File: src/rtl/mult_operand_sequencer_if.sv
// Operand/multiplier/result signal bundle for the multiplier operand sequencer.
// The master modport is the sequencer side. The slave modport is the surrounding environment.
interface mult_operand_sequencer_if;
  logic        in_valid;
  logic        in_ready;
  logic [7:0]  in_a;
  logic [7:0]  in_b;
  logic        mul_reset;
  logic [7:0]  mul_x;
  logic [7:0]  mul_y;
  logic [15:0] mul_prod;
  logic        mul_ready;
  logic        out_valid;
  logic        out_ready;
  logic [15:0] out_prod;
  logic        out_timeout;
  logic        busy;

  modport master (
    input  in_valid, in_a, in_b, mul_prod, mul_ready, out_ready,
    output in_ready, mul_reset, mul_x, mul_y, out_valid, out_prod, out_timeout, busy
  );

  modport slave (
    output in_valid, in_a, in_b, mul_prod, mul_ready, out_ready,
    input  in_ready, mul_reset, mul_x, mul_y, out_valid, out_prod, out_timeout, busy
  );
endinterface

File: src/rtl/mult_operand_sequencer.sv
// Feeds operand pairs to a serial multiplier and pulses its load line.
// Zero operands skip the multiplier. Results are captured on ready or on timeout.
module mult_operand_sequencer #(
  parameter int GUARD_CYCLES = 2,
  parameter int TIMEOUT      = 12
) (
  input  logic                       clk,
  input  logic                       reset,
  mult_operand_sequencer_if.master   bus
);

  // The counter spans GUARD and WAIT, so it must reach TIMEOUT without wrapping.
  localparam int CW = ($clog2(TIMEOUT + 1) > 8) ? $clog2(TIMEOUT + 1) : 8;

  typedef enum logic [2:0] {IDLE, LOAD, GUARD, WAIT, OUT} state_t;

  state_t          state_q, state_d;
  logic [CW-1:0]   cnt_q, cnt_d, cnt_inc;
  logic [7:0]      x_q, x_d, y_q, y_d;
  logic [15:0]     prod_q, prod_d;
  logic            to_q, to_d;

  assign cnt_inc = cnt_q + CW'(1);

  always_ff @(posedge clk or negedge reset) begin
    if (!reset) begin
      state_q <= IDLE;
      cnt_q   <= '0;
      x_q     <= '0;
      y_q     <= '0;
      prod_q  <= '0;
      to_q    <= 1'b0;
    end else begin
      state_q <= state_d;
      cnt_q   <= cnt_d;
      x_q     <= x_d;
      y_q     <= y_d;
      prod_q  <= prod_d;
      to_q    <= to_d;
    end
  end

  always_comb begin
    state_d = state_q;
    cnt_d   = cnt_q;
    x_d     = x_q;
    y_d     = y_q;
    prod_d  = prod_q;
    to_d    = to_q;
    case (state_q)
      IDLE: begin
        if (bus.in_valid) begin
          x_d = bus.in_a;
          y_d = bus.in_b;
          if (bus.in_a == 8'd0 || bus.in_b == 8'd0) begin
            state_d = OUT;
            prod_d  = '0;
            to_d    = 1'b0;
          end else begin
            state_d = LOAD;
          end
        end
      end
      LOAD: begin
        state_d = GUARD;
        cnt_d   = '0;
      end
      GUARD: begin
        // The multiplier is still settling after its load, so mul_ready is ignored here.
        cnt_d = cnt_inc;
        if (cnt_inc == CW'(GUARD_CYCLES)) state_d = WAIT;
      end
      WAIT: begin
        cnt_d = cnt_inc;
        if (bus.mul_ready) begin
          prod_d  = bus.mul_prod;
          to_d    = 1'b0;
          state_d = OUT;
        end else if (cnt_inc == CW'(TIMEOUT)) begin
          prod_d  = bus.mul_prod;
          to_d    = 1'b1;
          state_d = OUT;
        end
      end
      OUT: begin
        if (bus.out_ready) state_d = IDLE;
      end
      default: state_d = IDLE;
    endcase
  end

  always_comb begin
    bus.in_ready    = (state_q == IDLE);
    bus.mul_reset   = (state_q == LOAD);
    bus.out_valid   = (state_q == OUT);
    bus.busy        = (state_q != IDLE);
    bus.mul_x       = x_q;
    bus.mul_y       = y_q;
    bus.out_prod    = prod_q;
    bus.out_timeout = to_q;
  end

endmodule

File: src/flat_wrapper.sv
// flat-port wrapper written by rule: the top's interface ports become plain ports
module mult_operand_sequencer_flat 
#(
  parameter int GUARD_CYCLES = 2,
  parameter int TIMEOUT      = 12
)
  (clk, reset, bus_in_valid, bus_in_a, bus_in_b, bus_mul_prod, bus_mul_ready, bus_out_ready, bus_in_ready, bus_mul_reset, bus_mul_x, bus_mul_y, bus_out_valid, bus_out_prod, bus_out_timeout, bus_busy);
  mult_operand_sequencer_if bus_i ();
  input  logic clk;
  input  logic reset;
  input wire logic [$bits(bus_i.in_valid)-1:0] bus_in_valid;
  input wire logic [$bits(bus_i.in_a)-1:0] bus_in_a;
  input wire logic [$bits(bus_i.in_b)-1:0] bus_in_b;
  input wire logic [$bits(bus_i.mul_prod)-1:0] bus_mul_prod;
  input wire logic [$bits(bus_i.mul_ready)-1:0] bus_mul_ready;
  input wire logic [$bits(bus_i.out_ready)-1:0] bus_out_ready;
  output wire logic [$bits(bus_i.in_ready)-1:0] bus_in_ready;
  output wire logic [$bits(bus_i.mul_reset)-1:0] bus_mul_reset;
  output wire logic [$bits(bus_i.mul_x)-1:0] bus_mul_x;
  output wire logic [$bits(bus_i.mul_y)-1:0] bus_mul_y;
  output wire logic [$bits(bus_i.out_valid)-1:0] bus_out_valid;
  output wire logic [$bits(bus_i.out_prod)-1:0] bus_out_prod;
  output wire logic [$bits(bus_i.out_timeout)-1:0] bus_out_timeout;
  output wire logic [$bits(bus_i.busy)-1:0] bus_busy;
  assign bus_i.in_valid = bus_in_valid;
  assign bus_i.in_a = bus_in_a;
  assign bus_i.in_b = bus_in_b;
  assign bus_i.mul_prod = bus_mul_prod;
  assign bus_i.mul_ready = bus_mul_ready;
  assign bus_i.out_ready = bus_out_ready;
  assign bus_in_ready = bus_i.in_ready;
  assign bus_mul_reset = bus_i.mul_reset;
  assign bus_mul_x = bus_i.mul_x;
  assign bus_mul_y = bus_i.mul_y;
  assign bus_out_valid = bus_i.out_valid;
  assign bus_out_prod = bus_i.out_prod;
  assign bus_out_timeout = bus_i.out_timeout;
  assign bus_busy = bus_i.busy;
  mult_operand_sequencer #(.GUARD_CYCLES(GUARD_CYCLES), .TIMEOUT(TIMEOUT)) u_core (.clk(clk), .reset(reset), .bus(bus_i));
endmodule
File: config.mk
export PLATFORM = sky130hd
export DESIGN_NAME = mult_operand_sequencer_flat
export DESIGN_NICKNAME = d
export VERILOG_FILES = /design/src/rtl/mult_operand_sequencer_if.sv /design/src/rtl/mult_operand_sequencer.sv /design/src/flat_wrapper.sv
export SDC_FILE = /design/constraint.sdc
export NUM_CORES = 1
export LEC_CHECK = 0
export BUFFER_PORTS_ARGS = -buffer_cell sky130_fd_sc_hd__buf_2
export CORE_MARGIN = 10
export CORE_UTILIZATION = 49
export DETAILED_ROUTE_END_ITERATION = 8
export PLACE_DENSITY = 0.84
export SLEW_MARGIN = 15
export SYNTH_ARGS = -nofsm -noshare
export SYNTH_HDL_FRONTEND = slang
export SYNTH_SLANG_ARGS = --single-unit
File: constraint.sdc
create_clock -name clk -period 2.76 [get_ports clk]
set_clock_uncertainty 0.2 [all_clocks]
set_input_delay 0.138 -clock clk [delete_from_list [all_inputs] [get_ports clk]]
set_output_delay 0.138 -clock clk [all_outputs]
set_load 0.05 [all_outputs]
=== Word-level counts from Yosys, hierarchy flattened ===
Cells that the tools add are included.

* Flip-flop bits (word level): 44
* Input port bits: 37
* Output and inout bits: 37
* Logic and storage cells: 47

* Add/subtract/negate cells: 1
* Equal/unequal tests: 11
* Mux-type cells: 18
* Reduce and logical (&&, ||, !) cells: 11

{| class="wikitable"
|+ Operators with widths
! kind !! number
|-
| $mux 16 || 4
|-
| $pmux 16 s2 || 1
|-
| $mux 3 || 6
|-
| $logic_not 8->1 || 2
|-
| $pmux 8 s2 || 1
|-
| $pmux 3 s5 || 1
|-
| $add 8x1->8 const B || 1
|-
| $eq 8x2->1 const B || 1
|-
| $eq 8x4->1 const B || 1
|-
| $reduce_and 4->1 || 2
|-
| $eq 3x2->1 const B || 2
|-
| $mux 1 || 4
|-
| $ne 2x1->1 const B || 2
|-
| $ne 2x2->1 const B || 2
|-
| $reduce_bool 2->1 || 2
|-
| $eq 3x1->1 const B || 1
|-
| $eq 3x3->1 const B || 1
|-
| $logic_not 3->1 || 1
|-
| $ne 3x2->1 const B || 1
|-
| $reduce_bool 3->1 || 1
|-
| $pmux 1 s2 || 1
|-
| $reduce_and 2->1 || 1
|-
| $reduce_or 2->1 || 1
|-
| $logic_or 1x1->1 || 1
|}

=== Depth between registers and ports, before layout ===
* Word-level depth: 5
* Depth in mapped cells: 9
* Depth with buffers taken out: 7

=== Least setup slack after synthesis ===
Ideal clock, no wire load.

* Path kind: flip-flop to flip-flop
* Start point: register u_core.state_q[0]
* End point: register u_core.x_q[4] (netlist: u_core.bus.mul_x[4])
* Setup time: 0.125 ns
* Arrival time: 2.328 ns
* Data required time: 2.435 ns
* Path slack: 0.107 ns
* Stages on the path, launching flop included: 7
* Path buffers: 2
* Period minus slack after synthesis: 2.653 ns
* Path through: dfrtp_1 > or3_1 > inv_1 > and2_1 > buf_2 > buf_2 > mux2_2

* Word-level cells in the longest chain between the ends: 2

{| class="wikitable"
|+ Ends and longest elaborated chain
! item !! line !! RTL
|-
| start, declared || mult_operand_sequencer.sv:17 || <nowiki>state_t state_q, state_d;</nowiki>
|-
| start signal, assigned || mult_operand_sequencer.sv:34 || <nowiki>state_q <= state_d;</nowiki>
|-
| $logic_not 3->1 || - ||
|-
| named net bus_in_ready || flat_wrapper.sv:17 || <nowiki>output wire logic [$bits(bus_i.in_ready)-1:0] bus_in_ready;</nowiki>
|-
| $reduce_and 2->1 (no line) || - ||
|-
| end signal, assigned || mult_operand_sequencer.sv:29 || <nowiki>x_q <= '0;</nowiki>
|-
| end signal, assigned || mult_operand_sequencer.sv:36 || <nowiki>x_q <= x_d;</nowiki>
|-
| end, declared || mult_operand_sequencer.sv:19 || <nowiki>logic [7:0] x_q, x_d, y_q, y_d;</nowiki>
|}

The timed path passes the listed nets, and every way through them passes these cells.
A chain may end at the register's enable or synchronous reset.

=== Final worst setup path ===
* Start point: register u_core.cnt_q[0]
* End point: register u_core.state_q[2]

* Word-level cells in the longest chain between the ends: 4
* Elaborated cells between the ends (all ways): 6
* Those cells by class: 1 x add/sub; 4 x eq/ne; 1 x reduce/logical

{| class="wikitable"
|+ Ends and longest elaborated chain
! item !! line !! RTL
|-
| start, declared || mult_operand_sequencer.sv:18 || <nowiki>logic [CW-1:0] cnt_q, cnt_d, cnt_inc;</nowiki>
|-
| start signal, assigned || mult_operand_sequencer.sv:35 || <nowiki>cnt_q <= cnt_d;</nowiki>
|-
| $add 8x1->8 (*) || mult_operand_sequencer.sv:23 || <nowiki>assign cnt_inc = cnt_q + CW'(1);</nowiki>
|-
| $eq 8x4->1 or $eq 8x2->1 (tied branches) || mult_operand_sequencer.sv:79, mult_operand_sequencer.sv:71 ||
|-
| $ne 3x2->1 (no line) or $ne 2x1->1 (tied branches) || - ||
|-
| $reduce_and 4->1 (no line) (*) || - ||
|}

Mark *: on every way between the ends. The rest lies on a longest branch, timed or not.

==> key figures <==
Run status
  • Outcome: finished, final reports clean

Final layout
  • Final nets: 352
  • Layout cell share with drive strength beyond 1: 0.348
  • Synth-to-Final Area Change: 41.7%
  • Finished Core Util: 0.732
  • Most frequent cells in the layout: buf_2 (73), nand2_1 (47), dfrtp_1 (44)
  • FILL cells: 261
  • Most common cell after layout, fill and taps aside: buf_2

CTS
  • H-tree depth: 2
  • Clk_lat worst skew: 0.30 ns
  • Root Buffer: clkbuf_8
  • Sink Count: 44
  • CTS tree: built
  • Setup Fix Bufs, Post-CTS: 0
  • # hold bufs at CTS: 35
  • Worst-path clk slew: 0.09 ns
  • Num CTS Buffers: 5
  • Post-CTS Resized: 0
  • Clock Tree Buf Depth: 2

Route
  • Via/cell ratio: 5.39
  • Routed vias: 1,966
  • Antenna Nets Post-Route: 0
  • Detailed-route wire length: 6170 um
  • DRC: 0
  • Initial DRC Count: 118
  • Drt pass-1 iters: 4
  • DR WL/cell: 16.9 um

Global routing
  • Vias in the first global route: 2,057
  • Largest net degree at the start of global routing: 45
  • Total track usage: 0.169
  • Grt total ovfl: 0
  • First-pass GRT wire length: 10,200 um
  • Initial antenna violation count: 2

Pwr
  • Clock Power Share: 0.140
  • Combinational share of power: 0.543
  • P_sw: 1.84 mW
  • Leakage power: 1.46 nW
  • PD cells: 1210 nW/um^2
  • Power Internal: 1.75 mW
  • Sw frac: 0.513
  • Maximum vdd drop: 0.690 mV
  • Seq pwr share: 0.317

Die
  • Number of cell rows: 23
  • Die height: 85.4 um
  • Die width: 85.4 um
  • Initial core utilization: 0.517
  • Full die area: 7300 um^2
  • Core area: 4060 um^2
  • # IOs: 74

Timing
  • Final Max Tran Viols: 0
  • Setup TNS: 0 ns
  • RSZ-0062 raised after global routing: no
  • Final hold viol count: 0
  • Relative slew margins: 0.365
  • Slew @ Worst Pin: 0.952 ns
  • Fin crit period: 2.34 ns
  • Fin crit share: 0.848
  • # setup viols final: 0
  • Max Clk Rate: 427 MHz

Synthesis
  • Count of cell types in the netlist: 36
  • Post-Syn Area per Cell: 10.3 um^2
  • Synth warn: 0
  • Post-Syn Instances: 204
  • Flops & latches, synth: 44
  • Sequential-to-total area share from yosys stat: 0.525
  • Post-synthesis cell area: 2100 um^2
  • Syn nets: 244

Worst hold path
  • Hold Crit Class: primary input to flip-flop

Place
  • RePlAce Congestion: 0.825
  • DP HPWL: 3880 um
  • PortBufs: 73

Worst setup path
  • Setup crit end kind: flip-flop
  • CP Launch Type: flip-flop
  • Critical path peak fanout: 17
  • Crit path DAT: 2.33 ns
  • Critical Path RT: 2.75 ns
  • CP Class: flip-flop to flip-flop

Job
  • Max_cap viols: 0
==> critical path, stage by stage (launching register included) <==
cell	delay (ns)
dfrtp_1	0.49
ha_1	0.32
nand2b_1	0.15
o21ai_0	0.08
a21o_1	0.22
a31oi_4	0.22
nor3_4	0.06
buf_4	0.19
or2_2	0.30
==> cells in the mapped netlist <==
library cell / instances / area, um^2
nand2_1: 47 / 176
dfrtp_1: 44 / 1100
o22ai_1: 17 / 106
mux2_2: 16 / 180
o21ai_0: 8 / 40.0
clkbuf_1: 6 / 22.5
nor2_1: 5 / 18.8
a21oi_1: 4 / 20.0
buf_2: 4 / 20.0
nand2b_1: 4 / 25.0
nor3_1: 4 / 20.0
nor4_1: 4 / 25.0
a21o_1: 3 / 22.5
a22o_1: 3 / 26.3
ha_1: 3 / 37.5
inv_1: 3 / 11.3
nand3_1: 3 / 15.0
o21a_1: 3 / 22.5
and2_1: 2 / 12.5
and3b_1: 2 / 17.5
buf_4: 2 / 15.0
or2_2: 2 / 12.5
or4_1: 2 / 15.0
a31oi_4: 1 / 21.3
a41oi_1: 1 / 8.76
and3_1: 1 / 6.26
and4_1: 1 / 8.76
and4_4: 1 / 11.3
buf_6: 1 / 11.3
mux2i_1: 1 / 10.0
nand4_1: 1 / 6.26
nor3_4: 1 / 16.3
nor3b_1: 1 / 7.51
o22ai_2: 1 / 12.5
o31ai_1: 1 / 7.51
or3_1: 1 / 6.26
==> routing by layer <==
layer,vias up,wire [um],GRT usage
met4,0,215,0.0853
met1,939,2350,0.183
met3,17,400,0.0411
met2,72,3210,0.299
met5,-,0,0
li1,938,-,-
==> layout make-up <==
class	instances	area, um^2	area share
Inverter	3	11.3	0.00379
Antenna cell	2	5.00	0.00168
Clock buffer	5	68.8	0.0232
Multi-Input combinational cell	144	916	0.308
Tap cell	50	62.6	0.0211
Timing Repair Buffer	114	761	0.256
Sequential cell	44	1100	0.371
Clock inverter	3	46.3	0.0156
==> flip-flops by register name, summed over array words and instances (netlist names) <==
| name | count |
|---|---|
| u_core.bus.mul_x | 8 |
| u_core.bus.mul_y | 8 |
| u_core.bus.out_prod | 16 |
| u_core.bus.out_timeout | 1 |
| u_core.cnt_q | 8 |
| u_core.state_q | 3 |
==> through the flow <==
stage | power (mW) | setup WS [ns] | hold slack [ns] | instances | instance area, um^2
after floorplan | 2.58 | 0.107 | -0.358 | 204 | 2100
after global placement | 2.99 | 0.519 | 0.137 | 320 | 2500
after detailed placement | 3.04 | 0.431 | 0.153 | 320 | 2500
after CTS | 3.59 | 0.416 | 0.132 | 363 | 2970
after global routing | 3.79 | 0.268 | 0.209 | 365 | 2970
final | 3.59 | 0.420 | 0.152 | 365 | 2970
==> power by group through the flow <==
stage                     Clock [mW]  Combinational (mW)  Sequential (mW)
after floorplan                    0               0.705             1.87
after global placement             0                1.88             1.12
after detailed placement           0                1.91             1.13
after CTS                      0.518                1.95             1.12
after global routing           0.540                2.07             1.17
final                          0.504                1.95             1.14
==> final timing paths <==
path	depth (start not counted)	end	slack, ns	from
max	8	u_core.state_q[2]	0.42	u_core.cnt_q[0]
min	4	u_core.state_q[0]	0.15	bus_in_valid
max reg2reg	8	u_core.state_q[2]	0.42	u_core.cnt_q[0]
min reg2reg	1	u_core.bus.mul_x[7]	0.31	u_core.bus.mul_x[7]
max in group asynchronous	2	u_core.bus.out_prod[14]	1.42	reset
min in group asynchronous	2	u_core.bus.mul_x[4]	0.34	reset
==> kinds of logic after synthesis <==
group / synth area share
AND/OR/NAND/NOR: 0.191
flip-flops: 0.525
AO/OA/AOI/OAI: 0.137
multiplexers: 0.0907
buffers and inverters: 0.0382
adder cells (fa/ha/maj): 0.0179
(Power assumes the default switching activity.)
